<file path="src/rtl/shared_div_sequencer.sv">
// Shared radix-2 restoring divider: arbitrates two requesters onto one XLEN-step divide loop.
// Latency: XLEN cycles from request accept to rsp_valid_o; one idle cycle between operations.
// Backpressure: request ready only in IDLE; result held in DONE until the owner's rsp_ready_i.
module shared_div_sequencer #(
  parameter int XLEN = 32
) (
  input  logic              clk_i,
  input  logic              reset_i,
  input  logic [1:0]        req_valid_i,
  output logic [1:0]        req_ready_o,
  input  logic [3:0]        req_op_i,
  input  logic [2*XLEN-1:0] req_a_i,
  input  logic [2*XLEN-1:0] req_b_i,
  input  logic [1:0]        flush_i,
  output logic [1:0]        rsp_valid_o,
  input  logic [1:0]        rsp_ready_i,
  output logic [XLEN-1:0]   rsp_data_o,
  output logic              busy_o,
  output logic              owner_o
);

  typedef enum logic [1:0] {S_IDLE, S_BUSY, S_DONE} state_t;

  state_t              r_state;
  state_t              w_next;
  logic [XLEN-1:0]     r_dividend;
  logic [2*XLEN-2:0]   r_divisor;
  logic [XLEN-1:0]     r_quotient;
  logic [XLEN-1:0]     r_qmask;
  logic                r_sign;
  logic                r_is_rem;
  logic                r_owner;
  logic                r_last_grant;

  logic [1:0]          w_elig;
  logic [1:0]          w_grant;
  logic                w_accept;
  logic                w_sel;
  logic [1:0]          w_op;
  logic [XLEN-1:0]     w_a;
  logic [XLEN-1:0]     w_b;
  logic                w_signed;
  logic [XLEN-1:0]     w_a_abs;
  logic [XLEN-1:0]     w_b_abs;
  logic                w_sign_in;
  logic                w_fits;
  logic                w_owner_flush;
  logic                w_rsp_vld;
  logic [XLEN-1:0]     w_result;

  // Round-robin grant among valid, non-flushed requesters; ties go to the port not served last.
  always_comb begin
    w_elig  = req_valid_i & ~flush_i;
    w_grant = w_elig;
    if (w_elig == 2'b11) begin
      w_grant = r_last_grant ? 2'b01 : 2'b10;
    end
  end

  assign req_ready_o = (r_state == S_IDLE) ? w_grant : 2'b00;
  assign w_accept    = |req_ready_o;
  assign w_sel       = w_grant[1];
  assign w_op        = w_sel ? req_op_i[3:2] : req_op_i[1:0];
  assign w_a         = w_sel ? req_a_i[2*XLEN-1:XLEN] : req_a_i[XLEN-1:0];
  assign w_b         = w_sel ? req_b_i[2*XLEN-1:XLEN] : req_b_i[XLEN-1:0];

  // Signed ops divide magnitudes; the sign is re-applied to the result in DONE.
  // DIV by zero keeps the quotient positive so it stays all ones; REM follows the dividend.
  always_comb begin
    w_signed  = ~w_op[0];
    w_a_abs   = (w_signed & w_a[XLEN-1]) ? -w_a : w_a;
    w_b_abs   = (w_signed & w_b[XLEN-1]) ? -w_b : w_b;
    w_sign_in = 1'b0;
    if (w_signed) begin
      if (w_op[1]) begin
        w_sign_in = w_a[XLEN-1];
      end else begin
        w_sign_in = (w_a[XLEN-1] ^ w_b[XLEN-1]) & (w_b != '0);
      end
    end
  end

  assign w_fits        = r_divisor <= {{(XLEN-1){1'b0}}, r_dividend};
  assign w_owner_flush = flush_i[r_owner];

  // State register.
  always_ff @(posedge clk_i or posedge reset_i) begin
    if (reset_i) begin
      r_state <= S_IDLE;
    end else begin
      r_state <= w_next;
    end
  end

  // Next-state logic: accept in IDLE, step until the last quotient bit, hold result until consumed.
  always_comb begin
    w_next = r_state;
    case (r_state)
      S_IDLE: begin
        if (w_accept) w_next = S_BUSY;
      end
      S_BUSY: begin
        if (w_owner_flush)   w_next = S_IDLE;
        else if (r_qmask[0]) w_next = S_DONE;
      end
      S_DONE: begin
        if (w_owner_flush || rsp_ready_i[r_owner]) w_next = S_IDLE;
      end
      default: w_next = S_IDLE;
    endcase
  end

  // Datapath: load operands on accept, one restoring step per cycle while BUSY.
  always_ff @(posedge clk_i or posedge reset_i) begin
    if (reset_i) begin
      r_dividend   <= '0;
      r_divisor    <= '0;
      r_quotient   <= '0;
      r_qmask      <= '0;
      r_sign       <= 1'b0;
      r_is_rem     <= 1'b0;
      r_owner      <= 1'b0;
      r_last_grant <= 1'b1;
    end else if (w_accept) begin
      r_dividend   <= w_a_abs;
      r_divisor    <= {w_b_abs, {(XLEN-1){1'b0}}};
      r_quotient   <= '0;
      r_qmask      <= {1'b1, {(XLEN-1){1'b0}}};
      r_sign       <= w_sign_in;
      r_is_rem     <= w_op[1];
      r_owner      <= w_sel;
      r_last_grant <= w_sel;
    end else if (r_state == S_BUSY) begin
      if (w_fits) begin
        r_dividend <= r_dividend - r_divisor[XLEN-1:0];
        r_quotient <= r_quotient | r_qmask;
      end
      r_divisor <= r_divisor >> 1;
      r_qmask   <= r_qmask >> 1;
    end
  end

  // Result select and sign fixup; a flush in DONE suppresses the response in that same cycle.
  always_comb begin
    w_result  = r_is_rem ? (r_sign ? -r_dividend : r_dividend)
                         : (r_sign ? -r_quotient : r_quotient);
    w_rsp_vld = (r_state == S_DONE) & ~w_owner_flush;
  end

  assign rsp_valid_o = {w_rsp_vld & r_owner, w_rsp_vld & ~r_owner};
  assign rsp_data_o  = (r_state == S_DONE) ? w_result : '0;
  assign busy_o      = (r_state != S_IDLE);
  assign owner_o     = r_owner;

endmodule

</file>
<file path="config.mk">
export PLATFORM = sky130hd
export DESIGN_NAME = shared_div_sequencer
export DESIGN_NICKNAME = d
export VERILOG_FILES = /design/src/rtl/shared_div_sequencer.sv
export SDC_FILE = /design/constraint.sdc
export NUM_CORES = 1
export LEC_CHECK = 0
export BUFFER_PORTS_ARGS = -buffer_cell sky130_fd_sc_hd__buf_4
export CORE_MARGIN = 1
export CORE_UTILIZATION = 65
export CTS_CLUSTER_DIAMETER = 60
export DETAILED_ROUTE_END_ITERATION = 7
export PLACE_DENSITY = 0.88
export SYNTH_ARGS = -nofsm -noshare
export SYNTH_HDL_FRONTEND = slang
export SYNTH_SLANG_ARGS = --single-unit
</file>
<file path="constraint.sdc">
create_clock -name clk_i -period 15.4 [get_ports clk_i]
set_input_delay 1.54 -clock clk_i [delete_from_list [all_inputs] [get_ports clk_i]]
set_output_delay 1.54 -clock clk_i [all_outputs]
set_load 0.02 [all_outputs]
</file>
==> flow_summary.toml, run 1 <==
[run_status]
status = "completed"

[logic_synthesis]
synthArstFlopShare_pct = 100
syn_inst = 1876
ys_types = 79
synth_top_cells_by_area = "dfrtp_1 29%, nand2_1 7.7%, a21oi_1 7.1%, xnor2_1 5.9%, ha_1 5.9%"
yosysMostFrequentCell = "nand2_1"
postSynthAreaPerCell_um2 = 7.58
synth_top_area_share_pct = 28.9
syn_nets = 2084
ys_warn_count = 0
synth-edff-count = 0
synthFlopType = "dfrtp_1"
syn_area_mm2 = 0.0142
yosysTopAreaCell = "dfrtp_1"
ys_ff_latch = 165
seq_area_frac_synth_pct = 29.1
synthTopCellsByCount = "291 x nand2_1, 201 x a21oi_1, 190 x nor2_1, 164 x dfrtp_1, 96 x xnor2_1"

[route]
drt-met1-wl_um = 18200
met2_length_um = 23100
wirelength_um = 50300
first_pass_iters = 8
wl_per_cell_um = 22.4
met3WireLength_um = 5390
vias = 15500
antenna_left = 0
via_per_inst = 6.91
drc_errors = 0
top_layer = "met4"
drt-initial-drc-count = 1670

[setup_path]
cp-start-kind = "input port"
crit_path_end_kind = "output pin"
required_ns = 13.86
critPathKind = "in2out"
crit_fanout = 57
worstPathArrival_ns = 3.87

[cts]
clock-sinks = 165
cts_root_buffer = "clkbuf_16"
htreeDepth = 4
cts_resized = 0
cts_hold_buf = 0
cts_made_buffers = 17
cts_setup_buffers = 0
worstSkewPairLatency_ns = 0.45
clk_pin_slew_worst_paths_ns = 0.07
cts_buffer_depth = 2
cts_tree = "built"

[floorplanning]
fp.dieArea_mm2 = 0.0225
ios = 178
die_height_um = 150
rows = 53
start_util_pct = 67.0
placeableCoreArea_mm2 = 0.0212
die_w_um = 150

[global_routing]
grt_use_total_pct = 45.1
grt_pass1_wl_um = 78100
antenna_found_initial = 1
grt.overflow.total = 0
grt_max_degree = 96
grt_pass1_vias = 14400

[finish]
num-nets-final = 2165
utilization_pct = 75.8
drive_gt1_share_pct = 13.1
nFillCells = 1529
post-route-cell-area_mm2 = 0.0161
syn_to_final_growth_pct = 13.2

[sta]
period_needed_ns = 5.41
finClkSkew_ns = 0.0148
tightestPinTransition_ns = 1.08
setup_viol = 0
rsz0062_at_grt = "false"
maxSlewViolCount = 0
finalSetupTns_ns = 0
setup_slack_ns = 9.99
period_share_pct = 35.1
max_clock_freq_mhz = 185
slew_headroom_pct = 28.3
hold_violations = 0

[power]
vdd_ir_drop_max_mv = 0.152
p_per_area_mw_per_mm2 = 160
p_leak_nw = 7.22

[run]
max_cap_viol_count = 0

[placed_design]
pre_cts_ws_ns = 10.04
post_dp_cell_area_mm2 = 0.0155
place_congestion = 1.04
portBuffers = 177
place_hpwl_um = 36300

[hold_path]
hold_path.class = "reg2reg"
-- cells by family (layout without fill, tap and decap cells) --
group	count (synthesis)	after routing	share of synthesized area (%)
flip-flops	165	165	29.1
AO/OA/AOI/OAI	517	517	22.7
XOR/XNOR	130	130	8.01
adder cells (fa/ha/maj)	68	68	6.04
multiplexers	69	69	4.96
buffers and inverters	211	305	6.04
AND/OR/NAND/NOR	716	716	23.2
other	0	1	0
-- area by class of cell --
type                    instances  area [um2]  share of cell area [%]
multi-input cells            1500        9270                    57.6
diodes                          1        2.50                  0.0156
clock inverters                14         156                   0.972
flip-flops and latches        165        4130                    25.7
well taps                     275         344                    2.14
clock buffers                  18         439                    2.73
inverters                      81         309                    1.92
repair buffers                192        1440                    8.96
-- critical path, stage by stage --
cell and delay [ns]:
buf_4 0.13, nand3b_2 0.56, nand2_4 0.60, buf_4 0.71, nor2_1 0.08, buf_4 0.19
-- layout by cell type, fill, tap and decap left out, drive strengths merged, types with 5 or more instances in the layout --
cell     count
nand2      291
a21oi      201
buf        192
nor2       190
dfrtp      164
xnor2       96
inv         87
o21ai       79
mux2i       67
ha          67
a31oi       58
nor3        36
xor2        34
a211oi      34
nor4        31
o31ai       29
or3         28
nand3       28
a21o        26
nand4       24
or4         19
and3        18
clkbuf      18
o41ai       16
o211ai      11
nand2b      10
or2          7
a41oi        7
clkinv       7
o21a         6
and2         5
o2111ai      5
and4         5
nor3b        5
nand3b       5
nor2b        5
-- per-layer routing --
metal	global-route usage, %	vias up
li1	-	6831
met1	53.6	7293
met2	72.7	1128
met3	11.0	276
met4	29.6	0
met5	0	-
-- final timing paths --
kind / from / end / slack (ns) / depth (start not counted)
max: flush_i[0] / req_ready_o[1] / 9.99 / 6
min: r_qmask[24] / r_qmask[23] / 0.54 / 2
max reg2reg: r_dividend[25] / r_quotient[17] / 11.00 / 11
min reg2reg: r_qmask[24] / r_qmask[23] / 0.54 / 2
max in group asynchronous: reset_i / r_divisor[30] / 12.65 / 3
min in group asynchronous: reset_i / r_dividend[4] / 1.25 / 2
-- report_power, final --
part / internal [W] / switching [W]
Sequential: 0.000543 / 0.000177
Clock: 0.000221 / 0.000210
Combinational: 0.000515 / 0.000912
Total: 0.00128 / 0.00130
-- through the flow --
| step | cells | total power, W | hold slack, ns |
|---|---|---|---|
| detailed placement | 2213 | 0.00207 | 0.524 |
| finish | 2246 | 0.00258 | 0.538 |
| global route | 2246 | 0.00272 | 0.562 |
| CTS | 2245 | 0.00251 | 0.541 |
| global placement | 2213 | 0.00203 | 0.507 |
| floorplan | 1876 | 0.00169 | 0.468 |
-- flip-flops by register name, summed over array words and instances, names as in the netlist --
register and count:
r_qmask 32, owner_o 1, r_sign 1, r_state 2, r_dividend 32, r_is_rem 1
r_quotient 32, r_last_grant 1, r_divisor 63
Power figures use the tool's default switching activity.
==> run 2, diff against run 1 <==
- CORE_UTILIZATION: 65 -> 60
- PLACE_DENSITY: 0.88 -> 0.82
- clock period: 15.4 -> 5.1 ns (I/O delays scaled with it)
==> run 2 against run 1 <==
Register-to-register slack lost 10 ns. Clock power grew to 3.1 times the previous value. Design area grew 0.62%. Final cell count grew 1.7%.
==> flow_summary.toml, run 2 (synthesized netlist as in run 1, its figures left out) <==
[setup_path]
crit_path_end_kind = "output pin"
max_stage_delay_ns = 0.85
critical-path-top-delay-family = "simple AND/OR/NAND/NOR gates"
crit_buf_inv = 1
slowest_stage = "nor4_1"
path_cells = "nor4_1 -> nand4_1 -> or2_2 -> o31a_1 -> xnor2_1 -> a211oi_1 -> buf_4"
required_ns = 4.59
critPathKind = "reg2out"
crit_fanout = 7
worstPathArrival_ns = 3.71
cp-start-kind = "flip-flop"

[cts]
cts_root_buffer = "clkbuf_16"
clk_pin_slew_worst_paths_ns = 0.08
cts_resized = 0
htreeDepth = 4
cts_buffer_depth = 2
cts_setup_buffers = 0
worstSkewPairLatency_ns = 0.45
cts_made_buffers = 17
cts_tree = "built"
cts_hold_buf = 0
clock-sinks = 165

[power]
power_w = 0.00780
p_clk_share_pct = 17.2
p_per_area_mw_per_mm2 = 482
p_sw_share_pct = 50.4
p_switching_w = 0.00393
p_leak_nw = 7.24
intPower_w = 0.00387
power_frac_seq_pct = 27.4
comb_power_share_pct = 55.4
vdd_ir_drop_max_mv = 0.326

[floorplanning]
die_w_um = 156
fp.dieArea_mm2 = 0.0243
start_util_pct = 62.0
placeableCoreArea_mm2 = 0.0229
die_height_um = 156
rows = 55
ios = 178

[route]
vias = 15100
antenna_left = 0
drc_errors = 0
wl_per_cell_um = 21.4
first_pass_iters = 6
via_per_inst = 6.61
drt-initial-drc-count = 1687
wirelength_um = 48900

[run_status]
status = "completed"

[finish]
syn_to_final_growth_pct = 13.9
nFillCells = 1861
layout_common_cells = "290 x nand2_1, 201 x a21oi_1, 192 x buf_4, 188 x nor2_1, 163 x dfrtp_1"
largest_reg_flops = 63
top_register = "r_divisor"
drive_gt1_share_pct = 13.2
layout_commonest_cell = "nand2_1"
antenna_cells = 0
num-nets-final = 2167

[sta]
rsz0062_at_grt = "false"
finClkSkew_ns = 0.0147
period_share_pct = 82.8
setup_slack_ns = 0.875
finalSetupTns_ns = 0
slew_headroom_pct = 27.4
maxSlewViolCount = 0
hold_violations = 0
period_needed_ns = 4.22
tightestPinTransition_ns = 1.09
max_clock_freq_mhz = 237
setup_viol = 0

[placed_design]
place_congestion = 1.00
pre_cts_ws_ns = 1.14
place_hpwl_um = 36300
portBuffers = 177

[hold_path]
hold_path.class = "in2async"

[global_routing]
grt.overflow.total = 0
grt_use_total_pct = 40.6
grt_pass1_wl_um = 76700
antenna_found_initial = 0
grt_max_degree = 95
grt_pass1_vias = 14200

[run]
max_cap_viol_count = 0
==> run 2: changes by cell type in the layout (fill, tap and decap cells not counted), moves of 2 or more <==
cell        change
clkinvlp_4      +2
clkinv_4        -2
inv_6           -4
buf_12          +2
inv_8           +3
==> run 2: power by group through the flow <==
stage | registers [W] | clock network (W) | logic [W]
after global placement | 0.00211 | 0 | 0.00407
after detailed placement | 0.00213 | 0 | 0.00416
after floorplan | 0.00192 | 0 | 0.00319
final | 0.00214 | 0.00134 | 0.00432
after CTS | 0.00211 | 0.00134 | 0.00421
after global routing | 0.00217 | 0.00140 | 0.00469
==> run 2: final cells by class <==
cell class,count,area (um2),area share [%]
multi-input cells,1500,9270,57.2
inverters,81,309,1.91
repair buffers,194,1480,9.15
flip-flops and latches,165,4130,25.5
clock inverters,15,185,1.14
clock buffers,17,425,2.63
well taps,313,392,2.42
==> run 2: metal layers <==
metal,part of all wire [%],global-route usage [%],up-vias
met5,0,0,-
met4,6.9,26.1,0
met3,8.7,6.83,211
met2,47,67.0,971
met1,38,49.1,7105
li1,-,-,6828
==> run 2: stage by stage <==
step           util, %  std cells  hold WS, ns  area (um2)
4_1_cts           70.7       2285        0.205       16200
2_1_floorplan        -       1876        0.468       14200
5_1_grt           70.7       2285        0.224       16200
6_report          70.7       2285        0.149       16200
3_5_place_dp      68.0       2253        0.531       15600
3_3_place_gp      68.0       2253        0.520       15600
==> run 2: final timing paths <==
check | from | end | slack, ns | cells after the start
setup / recovery | r_dividend[6] | rsp_data_o[23] | 0.88 | 7
hold / removal | reset_i | r_divisor[3] | 0.15 | 2
setup reg to reg | r_dividend[4] | r_dividend[21] | 1.04 | 11
hold reg to reg | r_qmask[24] | r_qmask[23] | 0.54 | 2
max in group asynchronous | reset_i | r_divisor[27] | 3.98 | 3
min in group clk_i | req_b_i[0] | r_divisor[31] | 0.46 | 3
